$ cat config.mk
export PLATFORM = sky130hd
export DESIGN_NAME = fetch_mem_unit
export DESIGN_NICKNAME = d
export VERILOG_FILES = /design/src/rtl/fetch_mem_pkg.sv /design/src/rtl/fetch_mem_unit_flopenr.sv /design/src/rtl/fetch_mem_unit.sv
export SDC_FILE = /design/constraint.sdc
export NUM_CORES = 1
export LEC_CHECK = 0
export BUFFER_PORTS_ARGS = -buffer_cell sky130_fd_sc_hd__buf_2
export CAP_MARGIN = 10
export CORE_UTILIZATION = 42
export CTS_CLUSTER_DIAMETER = 100
export CTS_CLUSTER_SIZE = 16
export DETAILED_ROUTE_END_ITERATION = 8
export GPL_ROUTABILITY_DRIVEN = 0
export PLACE_DENSITY = 0.79
export SYNTH_ARGS = -nofsm -noshare
export SYNTH_HDL_FRONTEND = slang
export SYNTH_SLANG_ARGS = --single-unit
$ cat constraint.sdc
create_clock -name clk -period 1.7 [get_ports clk]
set_input_delay 0.17 -clock clk [delete_from_list [all_inputs] [get_ports clk]]
set_output_delay 0.17 -clock clk [all_outputs]
set_load 0.05 [all_outputs]
$ cat src/rtl/fetch_mem_pkg.sv
// Shared definitions for the fetch/memory unit: FSM and access-kind encodings,
// reset PC and the word-alignment helper used when latching addresses.
package fetch_mem_pkg;

   typedef enum logic [1:0] {
      IDLE = 2'b00,
      BUSY = 2'b01,
      DONE = 2'b10
   } state_e;

   typedef enum logic [1:0] {
      KIND_FETCH = 2'b00,
      KIND_LOAD  = 2'b01,
      KIND_STORE = 2'b10
   } kind_e;

   localparam logic [31:0] RESET_PC = 32'h0000_0000;

   function automatic logic [31:0] word_align(input logic [31:0] addr);
      return {addr[31:2], 2'b00};
   endfunction

endpackage

$ cat src/rtl/fetch_mem_unit_flopenr.sv
// Enabled register with asynchronous active-low reset; used for PC, Instr and Data.
module flopenr #(
   parameter int unsigned            WIDTH     = 32,
   parameter logic [WIDTH-1:0]       RESET_VAL = '0
) (
   input  logic             clk_i,
   input  logic             rst_ni,
   input  logic             en_i,
   input  logic [WIDTH-1:0] d_i,
   output logic [WIDTH-1:0] q_o
);

   always_ff @(posedge clk_i or negedge rst_ni) begin
      if (!rst_ni) begin
         q_o <= RESET_VAL;
      end else if (en_i) begin
         q_o <= d_i;
      end
   end

endmodule

$ cat src/rtl/fetch_mem_unit.sv
// Multicycle fetch/load/store sequencer: latches one memory request per access,
// holds it until mem_ready, and stalls the controller FSM meanwhile.
module fetch_mem_unit
   import fetch_mem_pkg::*;
(
   input  logic        clk,
   input  logic        reset,
   input  logic        PCWrite,
   input  logic        IRWrite,
   input  logic        AdrSrc,
   input  logic        MemWrite,
   input  logic [31:0] Result,
   input  logic [31:0] ALUOut,
   input  logic [31:0] WriteData,
   input  logic [31:0] mem_rdata,
   input  logic        mem_ready,
   output logic        mem_req,
   output logic        mem_we,
   output logic [31:0] mem_addr,
   output logic [31:0] mem_wdata,
   output logic [31:0] PC,
   output logic [31:0] Instr,
   output logic [31:0] Data,
   output logic        stall
);

   state_e      state_q;
   kind_e       kind_q;
   logic        mem_req_q;
   logic        mem_we_q;
   logic [31:0] mem_addr_q;
   logic [31:0] mem_wdata_q;

   logic access_req;
   logic complete;

   assign access_req = IRWrite | AdrSrc;
   assign complete   = (state_q == BUSY) && mem_ready;
   assign stall      = ((state_q == IDLE) && access_req) || (state_q == BUSY);

   always_ff @(posedge clk or negedge reset) begin
      if (!reset) begin
         state_q     <= IDLE;
         kind_q      <= KIND_FETCH;
         mem_req_q   <= 1'b0;
         mem_we_q    <= 1'b0;
         mem_addr_q  <= '0;
         mem_wdata_q <= '0;
      end else begin
         case (state_q)
            IDLE: begin
               if (access_req) begin
                  state_q     <= BUSY;
                  mem_req_q   <= 1'b1;
                  mem_we_q    <= AdrSrc & MemWrite;
                  mem_addr_q  <= word_align(AdrSrc ? ALUOut : PC);
                  mem_wdata_q <= WriteData;
                  kind_q      <= !AdrSrc ? KIND_FETCH : (MemWrite ? KIND_STORE : KIND_LOAD);
               end
            end
            BUSY: begin
               if (mem_ready) begin
                  state_q   <= DONE;
                  mem_req_q <= 1'b0;
               end
            end
            DONE:    state_q <= IDLE;
            default: state_q <= IDLE;
         endcase
      end
   end

   assign mem_req   = mem_req_q;
   assign mem_we    = mem_we_q;
   assign mem_addr  = mem_addr_q;
   assign mem_wdata = mem_wdata_q;

   // PC only advances while the controller is not frozen.
   flopenr #(.WIDTH(32), .RESET_VAL(RESET_PC)) u_pc (
      .clk_i  (clk),
      .rst_ni (reset),
      .en_i   (PCWrite & ~stall),
      .d_i    (Result),
      .q_o    (PC)
   );

   flopenr #(.WIDTH(32), .RESET_VAL(32'h0)) u_instr (
      .clk_i  (clk),
      .rst_ni (reset),
      .en_i   (complete && (kind_q == KIND_FETCH)),
      .d_i    (mem_rdata),
      .q_o    (Instr)
   );

   flopenr #(.WIDTH(32), .RESET_VAL(32'h0)) u_data (
      .clk_i  (clk),
      .rst_ni (reset),
      .en_i   (complete && (kind_q == KIND_LOAD)),
      .d_i    (mem_rdata),
      .q_o    (Data)
   );

endmodule

* Yosys cells after proc, flatten, opt, wreduce, memory -nomap -nowiden
Cells that the tools add are included.
** Word-level totals
- Register bits :: 164
- Bits of input ports :: 135
- Output and inout bits :: 163
** Cells by class
- Equality and inequality tests :: 4
- Mux-type cells :: 9
- Bitwise gates (word level) :: 4
- Reductions and logical operators :: 11
** Operators by type and width (number)
- 32-bit two-way mux :: 1
- 2-bit two-way mux :: 4
- 2-bit by 1-bit == test with 1-bit output, second input constant :: 2
- 1-bit logical AND :: 4
- 2-bit logical NOT :: 2
- 2-bit != test, second input constant :: 2
- 2-bit one-hot mux with 2 select lines :: 1
- 2-bit AND reduction :: 2
- 3-bit AND reduction :: 1
- 1-bit bitwise AND :: 2
- 1-bit two-way mux :: 2
- 1-bit one-hot mux with 2 select lines :: 1
- 2-bit nonzero test :: 1
- 1-bit logical OR :: 1
- 1-bit NOT :: 1
- 1-bit OR :: 1

* Longest topological paths before layout
Gate-level depths: netlist of run 1.
- Depth after elaboration :: 5
- Mapped depth :: 5
- Gate-level depth less buffers :: 3

* Cells and area by module
A second synthesis of run 1 with hierarchy kept.
** Unflattened totals
- Cells, all modules :: 393
- Area, all modules :: 7243.2 um^2
** By module, submodules not included
- flopenr :: times used 3, cells each 68, area each 1345.0 um^2
- fetch_mem_unit :: times used 1, cells each 189, area each 3208.1 um^2

* Least setup slack after synthesis of run 1
No wires, ideal clock.
- Path type :: flip-flop to flip-flop
- Start :: register kind_q[1]
- End :: register u_data.q_o[10]
- Library setup time :: 0.125 ns
- Data arrival time :: 1.566 ns
- Required time :: 1.575 ns
- Setup slack :: 0.009 ns
- Cell stages (with the launch flop) :: 5
- Period minus slack after synthesis :: 1.691 ns
- Cells stage by stage :: dfrtp_1 -> or3b_1 -> buf_2 -> buf_6 -> mux2_4
** On the way
- Word-level cells in the longest chain between the ends :: 2
** RTL lines
- start: declaration :: RTL line fetch_mem_unit.sv:28 : kind_e kind_q;
- start signal: assignment :: RTL line fetch_mem_unit.sv:58 : kind_q <= !AdrSrc ? KIND_FETCH : (MemWrite ? KIND_STORE : KIND_LOAD);
- 2-bit by 1-bit == test with 1-bit output :: RTL line fetch_mem_unit.sv:98 : .en_i (complete && (kind_q == KIND_LOAD)),
- 1-bit logical AND :: RTL line fetch_mem_unit.sv:98
- end signal: assignment :: RTL line fetch_mem_unit_flopenr.sv:17 : q_o <= d_i;
- end: declaration :: RTL line fetch_mem_unit_flopenr.sv:10 : output logic [WIDTH-1:0] q_o
Every way passes these cells.
A chain may end at the register's enable or synchronous reset.

* Worst setup path in the final report of run 1
- Start :: register state_q[1]
- End :: register u_data.q_o[4]
** On the way
- Word-level cells in the longest chain between the ends :: 3
** RTL lines
- start: declaration :: RTL line fetch_mem_unit.sv:27 : state_e state_q;
- start signal: assignment :: RTL line fetch_mem_unit.sv:43 : state_q <= IDLE;
- start signal: assignment :: RTL line fetch_mem_unit.sv:53 : state_q <= BUSY;
- start signal: assignment :: RTL line fetch_mem_unit.sv:63 : state_q <= DONE;
- 2-bit by 1-bit == test with 1-bit output :: RTL line fetch_mem_unit.sv:38 : assign complete = (state_q == BUSY) && mem_ready;
- 1-bit logical AND :: RTL line fetch_mem_unit.sv:38
- 1-bit logical AND :: RTL line fetch_mem_unit.sv:98
Every way passes these cells.

==> results of run 1 <==
[per-layer routing]
| layer | global-route usage | vias up |
|---|---|---|
| met5 | 0 | - |
| met4 | 0.09174 | 0 |
| met3 | 0.07296 | 33 |
| met2 | 0.4215 | 226 |
| met1 | 0.2421 | 2396 |
| li1 | - | 2201 |
[area by class of cell]
class	instances	share of cell area
Clock inverter	12	0.01192
Inverter	1	0.0003763
Clock buffer	20	0.04678
Timing Repair Buffer	409	0.2699
Sequential cell	163	0.4089
Antenna cell	1	0.0002508
Tap cell	188	0.02358
Multi-Input combinational cell	205	0.2383
[per-stage QoR]
step / cells / area (sq um) / setup TNS [ns] / hold slack (ns) / worst slack (ns)
4_1_cts: 998 / 9968 / 0 / 0.0003610 / 0.02479
2_1_floorplan: 392 / 6559 / 0 / -0.1256 / 0.008836
3_5_place_dp: 871 / 8406 / -0.005841 / 0.1246 / -0.003455
3_3_place_gp: 871 / 8406 / 0 / 0.1199 / 0.01404
6_report: 999 / 9976 / 0 / 0.02481 / 0.06953
5_1_grt: 999 / 9976 / 0 / 0.01118 / 0.006737
[cells in the mapped netlist (all sizes together)]
cell type	instances
a32o	1
buf	20
clkbuf	3
conb	1
dfrtp	163
inv	1
mux2	188
nand2	3
nand3b	1
nor2	2
nor3	2
o21ai	3
o2bb2ai	1
or2b	1
or3b	1
[kinds of logic after synthesis]
family                 count (synthesis)  share of synthesized area
flip-flops                           163                     0.6223
buffers and inverters                 24                    0.02119
AO/OA/AOI/OAI                          5                   0.005153
AND/OR/NAND/NOR                       10                    0.01069
other                                  1                  0.0005721
multiplexers                         188                     0.3401
[path summary, 6_finish.rpt]
check	start	end	slack [ns]	cells past startpoint
worst min-delay path	mem_rdata[5]	u_data.q_o[5]$_DFFE_PN0P_	0.02	2
min in group asynchronous	reset	mem_wdata[14]$_DFFE_PN0P_	0.24	2
worst max register to register	state_q[1]$_DFFE_PN0P_	u_data.q_o[4]$_DFFE_PN0P_	0.07	4
worst max-delay path	state_q[1]$_DFFE_PN0P_	u_data.q_o[4]$_DFFE_PN0P_	0.07	4
worst min register to register	mem_req$_DFFE_PN0P_	mem_req$_DFFE_PN0P_	0.47	2
max in group asynchronous	reset	mem_addr[21]$_DFFE_PN0P_	0.84	3
[timing repair]
action                                 CTS  global route
endpoints found under the hold margin  151             0
buffers inserted                         0             0
resized for setup                        4             1
setup endpoints to repair               31             1
hold buffers                            94             0
gates cloned                             1             0
[worst max-delay path: cells and delay by family, from the launching register on]
family                 cells  cell delay (ns)
buffers and inverters      1             0.19
DFF                        1             0.39
muxes                      1             0.31
and+or+nand+nor            2             0.61
[registers in the layout, indices dropped and copies added (netlist names)]
name,count
u_instr.q_o,32
kind_q,2
u_data.q_o,32
u_pc.q_o,32
mem_req,1
state_q,2
mem_addr,30
mem_wdata,32
==> flow_metrics.py, run 1 <==
metrics = {
    "synthesis": {
        "yosysSeqAreaShare": 0.6223,
        "synth.distinct_cells": 21,
        "yosysTopAreaCell": "dfrtp_1",
        "syn_area_sq_um": 6555,
        "synth.avg_cell_area_sq_um": 16.76,
        "postSynthCellCount": 391,
        "ys_top_cells_by_area": "dfrtp_1 (62%), mux2_2 (27%), mux2_4 (6.9%)",
        "synth.yosys.warnings": 0,
        "synth_top_area_frac": 0.6223,
        "yosys_register_bits": 163,
    },
    "drt": {
        "met2RoutedLength_mm": 9.471,
        "vias_per_cell": 4.861,
        "routed_wl_mm": 17.88,
        "wl_met3_mm": 1.251,
        "drtPass1Iterations": 4,
        "highest_layer": "met4",
        "via_count": 4856,
        "wl_met1_mm": 6.782,
        "ant_nets": 0,
        "drtIter0Drc": 132,
        "post-route-drc-count": 0,
        "wl_per_cell_microns": 17.90,
    },
    "layout": {
        "final_core_util": 0.6562,
        "drive_gt1_frac": 0.6667,
        "layout_common_cells": "buf_2 (291), dfrtp_1 (163), mux2_2 (157)",
        "final_common_cell": "buf_2",
        "finalNetCount": 932,
        "fillers": 1036,
        "multi_input_area_sq_um": 2377,
        "area_growth_pct": 52.19,
        "seq_area_sq_um": 4079,
    },
    "floorplanning": {
        "die_y_microns": 126.9,
        "die-width_microns": 126.9,
        "die_area_sq_um": 16110,
        "initial_core_util": 0.4312,
        "io_pins": 298,
        "fp-row-count": 45,
        "coreArea_sq_um": 15200,
    },
    "timing": {
        "finalHoldViolCount": 0,
        "period_needed_ns": 1.630,
        "slew_violations": 0,
        "min_period_over_period": 0.9591,
        "rsz0062_at_grt": "false",
        "finalClockSkew_ns": 0.01057,
        "finalSetupViolCount": 0,
        "fmax_ghz": 0.6133,
    },
    "worst_setup_path": {
        "cpMaxStageDelayCell": "or3b_4",
        "worstPathArrival_ns": 1.93,
        "critPathMaxFanout": 16,
        "cp-start-kind": "flop",
        "cp_slowest_stage_delay_ns": 0.45,
        "worstPathCellList": "nand3b_4 > or3b_4 > buf_12 > mux2_4",
        "critPathKind": "reg2reg",
        "required_ns": 1.99,
        "end_kind": "flop",
    },
    "cts": {
        "cts_tree": "yes",
        "cts_buffer_depth": 2,
        "clk_latency_ns": 0.42,
        "cts-buffers-inserted": 17,
        "cts-htree-levels": 4,
        "root_buffer": "clkbuf_16",
        "clock-sinks": 163,
        "path_clk_slew_ns": 0.06,
    },
    "global_routing": {
        "grt_max_degree": 49,
        "grt_pass1_vias": 5484,
        "grt.total_usage": 0.2292,
        "grt_pass1_wl_mm": 28.09,
        "overflow": 0,
        "antenna_found_initial": 1,
    },
    "status": {
        "status": "finished, final reports clean",
    },
    "hold_path": {
        "hp-class": "in2reg",
    },
    "place": {
        "port_buffers": 293,
        "dp_hpwl_mm": 11.51,
    },
    "run": {
        "maxCapViolations": 0,
    },
}
Power of run 1 is left out: the tool's default activity adds up to more than one toggle a clock period on the data nets, which glitch-free logic cannot reach.
==> run 2: changes to the inputs <==
--- a/config.mk
+++ b/config.mk
@@ -12,6 +12,7 @@
 export CTS_CLUSTER_SIZE = 16
 export DETAILED_ROUTE_END_ITERATION = 8
 export GPL_ROUTABILITY_DRIVEN = 0
+export HOLD_SLACK_MARGIN = 0.08
 export PLACE_DENSITY = 0.79
 export SYNTH_ARGS = -nofsm -noshare
 export SYNTH_HDL_FRONTEND = slang
==> run 2 against run 1 <==
Effect of this change: register-to-register slack barely moved; core utilization rose by 0.31 points; final cell count rose by 0.40%; sequential share of layout area fell by 0.19 points; critical path type unchanged; non-clock buffer count rose by 5; sequential cell count did not move; global-route usage rose by 0.45 points; largest cell class unchanged; die area did not move; setup slack improved by 0.0010 ns.
==> flow_metrics.py, run 2 (synthesized netlist as in run 1, its figures left out) <==
metrics = {
    "status": {
        "status": "finished, final reports clean",
    },
    "cts": {
        "post_cts_buffers": 0,
        "cts_tree": "yes",
        "cts-buffers-inserted": 17,
        "cts-htree-levels": 4,
        "root_buffer": "clkbuf_16",
        "clock-sinks": 163,
        "clk_latency_ns": 0.42,
        "cts_buffer_depth": 2,
        "path_clk_slew_ns": 0.07,
    },
    "layout": {
        "finalNetCount": 937,
        "final_common_cell": "buf_2",
        "drive_gt1_frac": 0.6626,
        "n_antenna_cell": 0,
        "layout_common_cells": "buf_2 (291), dfrtp_1 (163), mux2_2 (157)",
        "area_growth_pct": 52.91,
    },
    "timing": {
        "setup_tns_ns": 0,
        "slew_violations": 0,
        "period_needed_ns": 1.629,
        "finalHoldViolCount": 0,
        "min_period_over_period": 0.9585,
        "finalSetupViolCount": 0,
        "fmax_ghz": 0.6137,
        "rsz0062_at_grt": "false",
        "finalClockSkew_ns": 0.01177,
    },
    "floorplanning": {
        "die_y_microns": 126.9,
        "coreArea_sq_um": 15200,
        "initial_core_util": 0.4312,
        "die_area_sq_um": 16110,
        "die-width_microns": 126.9,
        "fp-row-count": 45,
        "io_pins": 298,
    },
    "place": {
        "port_buffers": 293,
        "dp_hpwl_mm": 11.51,
    },
    "drt": {
        "routed_wl_mm": 18.31,
        "ant_nets": 0,
        "drtPass1Iterations": 4,
        "vias_per_cell": 4.875,
        "post-route-drc-count": 0,
        "drtIter0Drc": 146,
        "wl_per_cell_microns": 18.25,
        "via_count": 4890,
    },
    "worst_setup_path": {
        "worstPathCellList": "nand3b_4 > or3b_4 > buf_12 > mux2_4",
        "worstPathArrival_ns": 1.93,
        "end_kind": "flop",
        "cpMaxStageDelayCell": "or3b_4",
        "cp_slowest_stage_delay_ns": 0.45,
        "critPathKind": "reg2reg",
        "critPathTopFamily": "simple AND/OR/NAND/NOR gates",
        "crit_buf_inv": 1,
        "rrSetupSlack_ns": 0.07,
        "critPathMaxFanout": 16,
        "required_ns": 2.00,
        "cp-start-kind": "flop",
    },
    "global_routing": {
        "grt_pass1_wl_mm": 28.65,
        "grt.busiest_layer": "met2",
        "grt_pass1_vias": 5563,
        "gr-usage-met3": 0.07592,
        "overflow": 0,
        "grt.total_usage": 0.2337,
        "use_met1": 0.2484,
        "use_met2": 0.4270,
        "grt_max_degree": 49,
        "antenna_found_initial": 0,
    },
    "hold_path": {
        "hp-class": "in2reg",
    },
    "run": {
        "maxCapViolations": 0,
    },
}
## run 2: per-stage QoR
stage / instances / util / worst slack (ns) / hold WS (ns) / instance area [sq um]
finish: 1003 / 0.6593 / 0.07058 / 0.1065 / 10020
global route: 1003 / 0.6593 / 0.006731 / 0.09871 / 10020
CTS: 1003 / 0.6590 / 0.02479 / 0.09408 / 10020
detailed placement: 871 / 0.5529 / -0.003455 / 0.1246 / 8406
global placement: 871 / 0.5529 / 0.01404 / 0.1199 / 8406
floorplan: 392 / - / 0.008836 / -0.1256 / 6559
## run 2: cell type report
type                       count  area [sq um]
tap                          188         235.2
sequential                   163          4079
clock inverter                12         118.9
clock buffer                  20         466.7
multi-input combinational    205          2377
timing repair buffer         414          2743
inverter                       1         3.754
fill                        1042          5179
## run 2: worst register-to-register path: cells and delay by family (launching register included)
family / cells / cell delay, ns
simple gates: 2 / 0.61
mux: 1 / 0.33
flops: 1 / 0.39
buf+inv: 1 / 0.19
## run 2: layer usage
metal  routed length [microns]  up-vias
met1                      6995     2416
li1                          -     2208
met2                      9681      229
met5                         0        -
met4                       414        0
met3                      1216       37
## run 2: repair_timing
item,CTS,global route
cloned,1,0
hold endpoints to repair,234,0
setup endpoints to repair,31,1
gates resized for setup,4,1
hold buffers,99,0
## run 2: final timing paths
kind,end,start,cells after the start
min in group asynchronous,mem_wdata[14]$_DFFE_PN0P_,reset,2
hold reg to reg,mem_req$_DFFE_PN0P_,mem_req$_DFFE_PN0P_,2
setup / recovery,u_data.q_o[4]$_DFFE_PN0P_,state_q[1]$_DFFE_PN0P_,4
setup reg to reg,u_data.q_o[4]$_DFFE_PN0P_,state_q[1]$_DFFE_PN0P_,4
max in group asynchronous,u_instr.q_o[11]$_DFFE_PN0P_,reset,3
hold / removal,mem_addr[20]$_DFFE_PN0P_,ALUOut[20],3
Power of run 2 is left out for the same reason.
